==> src/rtl/fixed_to_float_converter_pkg.sv <==
// Shared float-conversion definitions: FSM state encoding and IEEE-754 single field layout.
// Also used by the float-to-fixed path.
package fixed_to_float_converter_pkg;

  localparam int F_EXP_W   = 8;
  localparam int F_MAN_W   = 23;
  localparam int F_BIAS    = 127;
  localparam int F_WIDTH   = 1 + F_EXP_W + F_MAN_W;
  localparam int F_SIGN_OFF = F_WIDTH - 1;
  localparam int F_EXP_OFF  = F_MAN_W;
  localparam int F_MAN_OFF  = 0;

  typedef enum logic [2:0] {
    ST_IDLE,
    ST_ABS,
    ST_NORM,
    ST_ROUND,
    ST_DONE
  } conv_state_t;

endpackage

==> src/rtl/fixed_to_float_round_pack.sv <==
// Combinational mantissa extraction, round-to-nearest-even and IEEE field packing.
module fixed_to_float_round_pack
  import fixed_to_float_converter_pkg::*;
#(
  parameter int FIXED_W = 32,
  parameter int EXP_W   = F_EXP_W,
  parameter int MAN_W   = F_MAN_W
) (
  input  logic                     sign,
  input  logic [EXP_W-1:0]         exp_in,
  input  logic [FIXED_W-2:0]       m_frac,
  output logic [EXP_W+MAN_W:0]     float_out
);

  // Left-align the bits below the hidden one into a field wide enough for man, G and St;
  // narrow inputs are zero-padded so G and St fall out as zero.
  localparam int PW = (FIXED_W - 1 > MAN_W + 2) ? FIXED_W - 1 : MAN_W + 2;
  localparam int SH = PW - (FIXED_W - 1);

  logic [PW-1:0]    frac;
  logic [MAN_W-1:0] man;
  logic             guard;
  logic             sticky;
  logic             rnd_up;
  logic [MAN_W:0]   man_sum;
  logic [EXP_W-1:0] exp_adj;

  always_comb begin
    frac    = PW'(m_frac) << SH;
    man     = frac[PW-1 -: MAN_W];
    guard   = frac[PW-1-MAN_W];
    sticky  = |frac[PW-MAN_W-2:0];
    rnd_up  = guard & (sticky | man[0]);
    man_sum = {1'b0, man} + (MAN_W+1)'(rnd_up);
    // Carry out means the mantissa wrapped to all zeros: bump the exponent.
    exp_adj = exp_in + EXP_W'(man_sum[MAN_W]);
    float_out = {sign, exp_adj, man_sum[MAN_W-1:0]};
  end

endmodule

==> src/rtl/fixed_to_float_converter.sv <==
// Multi-cycle signed fixed-point to IEEE-754 converter with Begin/ACK handshake.
// Normalises one bit per cycle, then rounds (RNE) and packs.
module fixed_to_float_converter
  import fixed_to_float_converter_pkg::*;
#(
  parameter int FIXED_W = 32,
  parameter int FRAC_W  = 23,
  parameter int EXP_W   = F_EXP_W,
  parameter int MAN_W   = F_MAN_W,
  parameter int BIAS    = F_BIAS
) (
  input  logic                   CLK,
  input  logic                   RST_FF,
  input  logic                   Begin_FSM_FF,
  input  logic [FIXED_W-1:0]     Fixed_in,
  output logic [EXP_W+MAN_W:0]   Float_out,
  output logic                   ACK_FF,
  output logic                   Busy
);

  localparam int E_W    = EXP_W + 2;
  localparam int E_INIT = BIAS + (FIXED_W - 1 - FRAC_W);

  if (!((E_INIT + 1 < (1 << EXP_W) - 1) && (E_INIT - (FIXED_W - 1) >= 1))) begin : g_bad_params
    $error("fixed_to_float_converter: exponent range overflows or goes denormal");
  end

  conv_state_t              state_q, state_d;
  logic [FIXED_W-1:0]       x_q;
  logic [FIXED_W-1:0]       m_q;
  logic [E_W-1:0]           e_q;
  logic                     s_q;
  logic [EXP_W+MAN_W:0]     packed_w;

  always_comb begin
    state_d = state_q;
    case (state_q)
      ST_IDLE:  if (Begin_FSM_FF) state_d = ST_ABS;
      ST_ABS:   state_d = (x_q == '0) ? ST_DONE : ST_NORM;
      ST_NORM:  if (m_q[FIXED_W-1]) state_d = ST_ROUND;
      ST_ROUND: state_d = ST_DONE;
      ST_DONE:  if (!Begin_FSM_FF) state_d = ST_IDLE;
      default:  state_d = ST_IDLE;
    endcase
  end

  always_ff @(posedge CLK or posedge RST_FF) begin
    if (RST_FF) begin
      state_q   <= ST_IDLE;
      x_q       <= '0;
      m_q       <= '0;
      e_q       <= '0;
      s_q       <= 1'b0;
      Float_out <= '0;
    end else begin
      state_q <= state_d;
      case (state_q)
        ST_IDLE: if (Begin_FSM_FF) x_q <= Fixed_in;
        ST_ABS: begin
          // Unsigned negate: the most-negative input lands exactly on 2^(FIXED_W-1).
          s_q <= x_q[FIXED_W-1];
          m_q <= x_q[FIXED_W-1] ? -x_q : x_q;
          e_q <= E_W'(E_INIT);
          if (x_q == '0) Float_out <= '0;
        end
        ST_NORM: if (!m_q[FIXED_W-1]) begin
          m_q <= m_q << 1;
          e_q <= e_q - E_W'(1);
        end
        ST_ROUND: Float_out <= packed_w;
        default: ;
      endcase
    end
  end

  fixed_to_float_round_pack #(
    .FIXED_W (FIXED_W),
    .EXP_W   (EXP_W),
    .MAN_W   (MAN_W)
  ) u_round_pack (
    .sign      (s_q),
    .exp_in    (e_q[EXP_W-1:0]),
    .m_frac    (m_q[FIXED_W-2:0]),
    .float_out (packed_w)
  );

  assign ACK_FF = (state_q == ST_DONE);
  assign Busy   = (state_q == ST_ABS) || (state_q == ST_NORM) || (state_q == ST_ROUND);

endmodule

==> config.mk <==
export PLATFORM = sky130hd
export DESIGN_NAME = fixed_to_float_converter
export DESIGN_NICKNAME = d
export VERILOG_FILES = /design/src/rtl/fixed_to_float_converter_pkg.sv /design/src/rtl/fixed_to_float_round_pack.sv /design/src/rtl/fixed_to_float_converter.sv
export SDC_FILE = /design/constraint.sdc
export NUM_CORES = 1
export LEC_CHECK = 0
export ABC_CLOCK_PERIOD_IN_PS = 3910
export BUFFER_PORTS_ARGS = -buffer_cell sky130_fd_sc_hd__buf_2
export CELL_PAD_IN_SITES_DETAIL_PLACEMENT = 0
export CELL_PAD_IN_SITES_GLOBAL_PLACEMENT = 2
export CORE_MARGIN = 2
export CORE_UTILIZATION = 25
export DETAILED_ROUTE_END_ITERATION = 8
export PLACE_DENSITY_LB_ADDON = 0.1
export SYNTH_ARGS = -nofsm -noshare
export SYNTH_HDL_FRONTEND = slang
export SYNTH_SLANG_ARGS = --single-unit
==> constraint.sdc <==
create_clock -name CLK -period 3.91 [get_ports CLK]
set_clock_uncertainty 0.2 [all_clocks]
set_input_delay 0.391 -clock CLK [delete_from_list [all_inputs] [get_ports CLK]]
set_output_delay 0.391 -clock CLK [all_outputs]
set_load 0.01 [all_outputs]
---- Word level (Yosys, flattened, before mapping) ----
Cells that the tools add are included.
Widths: inputs -> output; s select.
word-level totals
  register bits ........................... 110
  input bits .............................. 35
  output and inout port bits .............. 34
  word-level logic and storage cells ...... 45
cells by class
  $add $sub $neg .......................... 4
  eq/ne operators ......................... 9
  mux-type cells .......................... 12
  bitwise logic cells ..................... 2
  reductions and logical operators ........ 11
operators by type and width
  operator               count
  $pmux 32 s2            2
  $mux 32                3
  $logic_not 32->1       1
  $neg 32->32            1
  $add 23x1->24          1
  $pmux 10 s2            1
  $pmux 3 s5             1
  $mux 3                 4
  $mux 10                1
  $ne 2x2->1 const B     5
  $sub 10x1->10 const B  1
  $add 8x1->8            1
  $reduce_or 7->1        1
  $eq 3x2->1 const B     2
  $reduce_and 2->1       3
  $reduce_bool 2->1      2
  $eq 3x1->1 const B     1
  $eq 3x3->1 const B     1
  $logic_not 3->1        1
  $reduce_and 3->1       1
  $logic_or 1x1->1       2
  $and 1x1->1            1
  $or 1x1->1             1

---- Logic depth before layout (Yosys ltp) ----
Gate-level depths: netlist (run 1).
  depth after elaboration ................. 6
  mapped depth ............................ 10
  gate-level depth less buffers ........... 9

---- Cells and area by module ----
A second synthesis (run 1) with hierarchy kept.
second synthesis, totals
  cell total of the unflattened synthesis .. 654
  area total of the unflattened synthesis .. 6040.8 um^2
by module, submodules not included
  module                     times used  cells an instance  area an instance (um^2)  seq. area each (um^2)
  fixed_to_float_converter   1           570                5459.0                   2702.6
  fixed_to_float_round_pack  1           84                 581.8                    0.0

---- Worst setup path before layout (run 1) ----
No wires, ideal clock.
  kind .................................... register to register
  from .................................... register m_q[20]
  to ...................................... register Float_out[30]
  setup time .............................. 138 ps
  arrival ................................. 2160 ps
  data required time ...................... 3572 ps
  slack ................................... 1412 ps
  cell stages (with the launch flop) ...... 10
  path buffers ............................ 0
  period minus slack after synthesis ...... 2498 ps
  path through ............................ dfrtp_1 -> and4_1 -> or4b_1 -> nor2_1 -> and4_1 -> ha_1 -> and4_1 -> nand2_1 -> xor2_1 -> o22ai_1
on the way
  cells in the longest elaborated chain, start to end .. 3
RTL lines
  item                      RTL line                         source
  start: declaration        fixed_to_float_converter.sv:30   logic [FIXED_W-1:0] m_q;
  start signal: assignment  fixed_to_float_converter.sv:62   m_q <= x_q[FIXED_W-1] ? -x_q : x_q;
  start signal: assignment  fixed_to_float_converter.sv:67   m_q <= m_q << 1;
  $add 23x1->24             fixed_to_float_round_pack.sv:34  man_sum = {1'b0, man} + (MAN_W+1)'(rnd_up);
  $add 8x1->8               fixed_to_float_round_pack.sv:36  exp_adj = exp_in + EXP_W'(man_sum[MAN_W]);
  $pmux 32 s2               fixed_to_float_converter.sv:57   case (state_q)
  end signal: assignment    fixed_to_float_converter.sv:70   ST_ROUND: Float_out <= packed_w;
  end: declaration          fixed_to_float_converter.sv:16   output logic [EXP_W+MAN_W:0] Float_out,
No other way between the ends.
A chain may end at the register's enable or synchronous reset.

---- Worst setup path after layout (run 1) ----
Same ends and word-level chain as after synthesis.

==> results.toml, run 1 <==
[cts]
cts.reportedPaths.clkPinSlew_ns = 0.07
cts_tree = "done"
clock_latency_ns = 0.36
numCtsBuffers = 9
htreeDepth = 3
clockRootBuffer = "clkbuf_16"
cts.repair.resized = 0
cts_sinks = 108
clockBufferDepth = 2

[floorplanning]
start_util_pct = 25.49
core_sq_um = 22710
dieArea_sq_um = 24390
die-width_microns = 156.2
die_h_microns = 156.2
boundaryPins = 69
rows = 55

[run_status]
status = "completed"

[critical_path]
worst-path-buf-inv = 0
crit_top_cell = "and4_1"
cp_cell_sequence = "and4_1 -> or4b_1 -> nor2_1 -> and4_1 -> ha_1 -> and4_1 -> nand2_1 -> xor2_1 -> o22ai_1"
cpLargestDelayFamily = "simple AND/OR/NAND/NOR gates"
arrival_ns = 2.82
cp-startpoint = "m_q[20]"
cpMaxStageDelayCell = "or4b_1"
ff2ff_setup_slack_ns = 1.08
critPathLaunchType = "register"
crit_type = "register to register"
cp.required_ns = 3.90
cp-end-kind = "register"
crit_path_max_fanout = 7
slowest_delay_ns = 0.52
r2r-start = "m_q[20]"

[routing]
drt-total-wl_microns = 16120
avgViaCountPerCell = 4.819
vias = 4453
wl_per_cell_microns = 17.45
dr.pass1.iters = 6
drtAntennaViolNets = 0
dr.first_iter.drc_count = 219
drc_errors = 0

[sta]
drv_slew = 0
finalHoldViolations = 0
setup_slack_ns = 1.077
rsz0062_at_grt = "no"
tightest_slew_ns = 1.134
period_share_pct = 72.45
period_needed_ns = 2.833
slew_headroom_pct = 24.43
finalSetupTns_ns = 0
finalSetupViolations = 0
max_freq_ghz = 0.3530

[job]
drv_cap = 0

[global_routing]
use_met2_pct = 20.59
overflow = 0
grt_first_pass_wirelength_microns = 25840
use_met1_pct = 20.51
grtUsageMet3_pct = 2.611
grt_pass1_vias = 4395
grt_max_degree = 65
grt.busiest_layer = "met2"
track_usage_pct = 13.85
antenna_found_initial = 0

[synth]
synth_seq_area_share_pct = 46.69
synth_cell_types = 55
yosys_warnings = 0
synth_cells = 580
ys.flop_type = "dfrtp_1"
syn_avg_cell_area_sq_um = 9.979
synth_enable_flop_cells = 0
async_reset_ff_share_pct = 100.0
synth_nets = 620
synthesis.area_sq_um = 5788
synth-seq-cells = 108

[final_layout]
antenna_cells = 0
area_growth_pct = 16.06
n_fill_cell = 2445
seq_area_sq_um = 2703
layout_commonest_cell = "dfrtp_1"
fin_cells = 924
drive_gt1_share_pct = 22.07
nets = 674
fin_area_sq_um = 6718
final_cell_mix = "dfrtp_1 (108), nand2_1 (75), buf_2 (68)"
multiInputGateArea_sq_um = 2874

[worst_hold_path]
min_path_type = "primary input to register"
min_from = "Fixed_in[0]"

[placed_design]
dp_hpwl_microns = 11740
place_inst = 907
dp_worst_setup_slack_ns = 1.047
place.gp.congestion = 0.7547
io_buffers = 68
dpl_cell_area_sq_um = 6420

[power]
power_density_nw_per_um2 = 792.4
power_leakage_nw = 2.724
power.total_mw = 5.323
peakVddDrop_mv = 0.2598
-- timing repair --
| action | CTS | global route |
|---|---|---|
| hold buffers | 1 | 0 |
| buffers inserted | 0 | 0 |
| hold endpoints to repair | 52 | 0 |
-- power breakdown --
part	total (mW)	switching [mW]	internal (mW)
Clock	0.911	0.442	0.469
Sequential	2.30	0.692	1.61
Combinational	2.11	1.12	0.990
Total	5.32	2.26	3.07
-- worst paths after layout --
| check | cells after the start | to |
|---|---|---|
| worst max-delay path | 9 | Float_out[30] |
| worst min-delay path | 3 | x_q[0] |
| max in group asynchronous | 4 | m_q[23] |
| worst min register to register | 2 | m_q[0] |
| worst max register to register | 9 | Float_out[30] |
| min in group asynchronous | 3 | m_q[1] |
-- metal layers --
layer	part of all wire, %	routed length [microns]
met5	0	0
met4	1.2	195
met3	3.7	603
met2	43	6957
met1	52	8363
-- flip-flops by register name, indices dropped and copies added (netlist names) --
signal     flops
Float_out     32
m_q           32
x_q           32
e_q            8
state_q        3
s_q            1
-- Yosys cell counts, types with 4 or more instances --
| cell | n | area, sq um |
|---|---|---|
| nor2_1 | 26 | 97.59 |
| o21ai_0 | 24 | 120.1 |
| clkbuf_1 | 26 | 97.59 |
| inv_1 | 13 | 48.80 |
| o211ai_1 | 13 | 97.59 |
| mux2i_1 | 16 | 160.2 |
| o41ai_1 | 4 | 35.03 |
| xnor2_1 | 20 | 175.2 |
| buf_2 | 5 | 25.02 |
| and4_1 | 4 | 35.03 |
| nor2b_1 | 13 | 81.33 |
| nand4_1 | 7 | 43.79 |
| nor3_1 | 19 | 95.09 |
| ha_1 | 5 | 62.56 |
| nor4_1 | 10 | 62.56 |
| nand2b_1 | 4 | 25.02 |
| nand2_1 | 76 | 285.3 |
| o31ai_1 | 5 | 37.54 |
| dfrtp_1 | 108 | 2703 |
| mux2_2 | 31 | 349.1 |
| xor2_1 | 29 | 254.0 |
| a22oi_1 | 27 | 202.7 |
| o22ai_1 | 32 | 200.2 |
| nand3_1 | 14 | 70.07 |
-- worst min-delay path: cells and delay by family --
family | cells | cell delay, ns
buffers and inverters | 1 | 0.07
and+or+nand+nor | 1 | 0.03
AOI/OAI and AO/OA | 1 | 0.05
-- logic make-up (layout without fill, tap and decap cells) --
| kind of cell | Yosys count | count (layout) | synth area share [%] |
|---|---|---|---|
| adders and majority gates | 5 | 5 | 1.081 |
| xor gates and xnor gates | 49 | 49 | 7.415 |
| DFF | 108 | 108 | 46.69 |
| muxes | 47 | 47 | 8.798 |
| and+or+nand+nor | 205 | 205 | 18.57 |
| AOI/OAI and AO/OA | 116 | 116 | 13.49 |
| buffers and inverters | 50 | 109 | 3.956 |
-- through the flow --
stage	hold WS (ns)	utilization, %
6_report	0.02952	29.58
5_1_grt	0.04797	29.58
4_1_cts	0.01345	29.58
3_5_place_dp	0.3104	28.27
3_3_place_gp	0.3064	28.27
2_1_floorplan	0.2725	-
-- cell type report --
type | count | share of cell area, %
multi-input cells | 422 | 42.78
repair buffers | 80 | 6.631
inverters | 13 | 0.7636
clock buffers | 11 | 3.762
flip-flops and latches | 108 | 40.23
clock inverters | 5 | 0.5215
well taps | 285 | 5.308
No activity file was read; power rests on OpenSTA's default activity.
==> run 2, diff against run 1 <==
Settings changed: ABC_AREA set to 1, ABC_CLOCK_PERIOD_IN_PS 3910 to 2700.
Clock period 3.91 ns to 2.7 ns, I/O delays scaled along.
==> run 2 against run 1 <==
Register-to-register slack worse by 0.81 ns. Combinational power is 81% higher. Clock power is 51% higher. Sequential power is 26% higher. Non-clock buffer count is 52 higher. Highest routed layer unchanged.
==> results.toml, run 2 <==
[run_status]
status = "completed"

[global_routing]
grt_max_degree = 42
antenna_found_initial = 0
grt_pass1_vias = 5864
overflow = 0
grt_first_pass_wirelength_microns = 33320
track_usage_pct = 16.47

[floorplanning]
die-width_microns = 160.9
start_util_pct = 25.37
core_sq_um = 24250
dieArea_sq_um = 25870
die_h_microns = 160.9
rows = 57
boundaryPins = 69

[worst_hold_path]
min_path_type = "register to register"

[sta]
period_share_pct = 90.09
period_needed_ns = 2.433
max_freq_ghz = 0.4111
whs_ns = 0.2901
finalSetupViolations = 0
rsz0062_at_grt = "no"
tightest_slew_ns = 0.5898
drv_slew = 0
finalHoldViolations = 0
slew_headroom_pct = 60.59
finalSetupTns_ns = 0

[synth]
ys.flop_type = "dfrtp_1"
synth.most_common_cell = "nand2_1"
synth_nets = 925
syn_avg_cell_area_sq_um = 6.950
synth_enable_flop_cells = 0
synth_seq_area_share_pct = 43.94
async_reset_ff_share_pct = 100.0
ys_top_cells_by_count = "nand2_1 (241), nand3_1 (137), nor2_1 (125)"
yosys_warnings = 0
netlist_top_cells_area = "dfrtp_1 (44%), nand2_1 (15%), nand3_1 (11%)"
synth_cells = 885
synth_top_area_share_pct = 43.94
synthesis.area_sq_um = 6151
synth-seq-cells = 108
yosys.area.top_type = "dfrtp_1"
synth_cell_types = 29

[final_layout]
antenna_cells = 0
area_growth_pct = 24.33
nets = 1036
drive_gt1_share_pct = 12.90
final_cell_mix = "nand2_1 (241), nand3_1 (136), nor2_1 (122)"
top_regs = "Float_out: 32 flops, m_q: 32 flops, x_q: 32 flops"
layout_commonest_cell = "nand2_1"

[critical_path]
crit_path_max_fanout = 4
cp-end-kind = "register"
arrival_ns = 2.53
slowest_delay_ns = 0.40
cp.required_ns = 2.80
crit_type = "register to register"
cp_cell_sequence = "inv_1 -> nor2_1 -> nand3_1 -> nor3_1 -> nand4_1 -> nor2_2 -> ha_2 -> nand3_1 -> or2_2 -> nor2_2 -> nand2_1 -> nand2_1 -> nand3_1 -> nand2_1"
critPathLaunchType = "register"
cpMaxStageDelayCell = "dfrtp_1"

[cts]
clock_latency_ns = 0.36
cts.reportedPaths.clkPinSlew_ns = 0.08
cts_sinks = 108
cts_tree = "done"
clockBufferDepth = 2
htreeDepth = 3
clockRootBuffer = "clkbuf_16"
numCtsBuffers = 9

[power]
power_density_nw_per_um2 = 1058
peakVddDrop_mv = 0.3235
power_leakage_nw = 3.747

[routing]
drc_errors = 0
dr.first_iter.drc_count = 380
drt-total-wl_microns = 20500
dr.pass1.iters = 4
avgViaCountPerCell = 4.455
drtAntennaViolNets = 0
vias = 5898
wl_per_cell_microns = 15.48

[placed_design]
io_buffers = 68
place.gp.congestion = 0.7741
dp_hpwl_microns = 15800

[job]
drv_cap = 0
==> run 2: power by group <==
group	total, mW	internal, mW	switching, mW
sequential	2.90	2.33	0.563
clock	1.38	0.724	0.653
combinational	3.82	1.33	2.48
==> run 2: worst max-delay path: cells and delay by family (launching register included) <==
| family | cells | cell delay, ns |
|---|---|---|
| AND/OR/NAND/NOR | 12 | 1.45 |
| flip-flops | 1 | 0.40 |
| adder cells (fa/ha/maj) | 1 | 0.22 |
| buffers and inverters | 1 | 0.11 |
==> run 2: cell families (layout without fill, tap and decap cells) <==
| group | count (synthesis) | in the layout | synth area share [%] |
|---|---|---|---|
| compound gates | 105 | 105 | 9.439 |
| buf+inv | 130 | 245 | 8.503 |
| fa+ha+maj | 5 | 5 | 1.017 |
| xor+xnor | 2 | 2 | 0.2848 |
| flops | 108 | 108 | 43.94 |
| simple gates | 535 | 535 | 36.82 |
==> run 2: path summary, 6_finish.rpt <==
path / depth (start not counted) / start / end / slack, ns
worst max-delay path: 14 / m_q[17] / Float_out[30] / 0.27
worst min-delay path: 2 / s_q / s_q / 0.29
worst max register to register: 14 / m_q[17] / Float_out[30] / 0.27
worst min register to register: 2 / s_q / s_q / 0.29
max in group asynchronous: 4 / RST_FF / x_q[8] / 1.35
min in group asynchronous: 3 / RST_FF / Float_out[26] / 0.32
==> run 2: timing repair <==
item,in CTS,in global routing
setup buffers,0,3
hold buffers,34,0
endpoints found under the hold margin,53,0
resized for setup,0,4
endpoints found under the setup margin,0,2
==> run 2: metal layers <==
metal / vias up / track usage (%) / share of wire (%)
li1: 3098 / - / -
met1: 2689 / 24.39 / 52
met2: 96 / 25.17 / 43
met3: 15 / 1.834 / 3.3
met4: 0 / 4.951 / 1.1
met5: - / 0 / 0
==> run 2: per-stage QoR <==
stage	cells	setup slack, ns	instance area (sq um)	utilization (%)	total power [mW]
2_1_floorplan	885	0.2635	6155	-	5.384
3_3_place_gp	1272	0.1441	6990	28.83	6.768
3_5_place_dp	1272	0.05948	6990	28.83	6.748
4_1_cts	1321	0.05524	7615	31.40	8.205
5_1_grt	1324	0.0004845	7647	31.54	8.873
6_report	1324	0.2675	7647	31.54	8.089
==> run 2: final cells by class <==
cell class	count	area, sq um
clock buffer	12	236.5
clock inverter	3	47.55
fill	2736	16600
inverter	98	371.6
multi-input combinational	647	2940
sequential	108	2703
tap	324	405.4
timing repair buffer	132	943.4
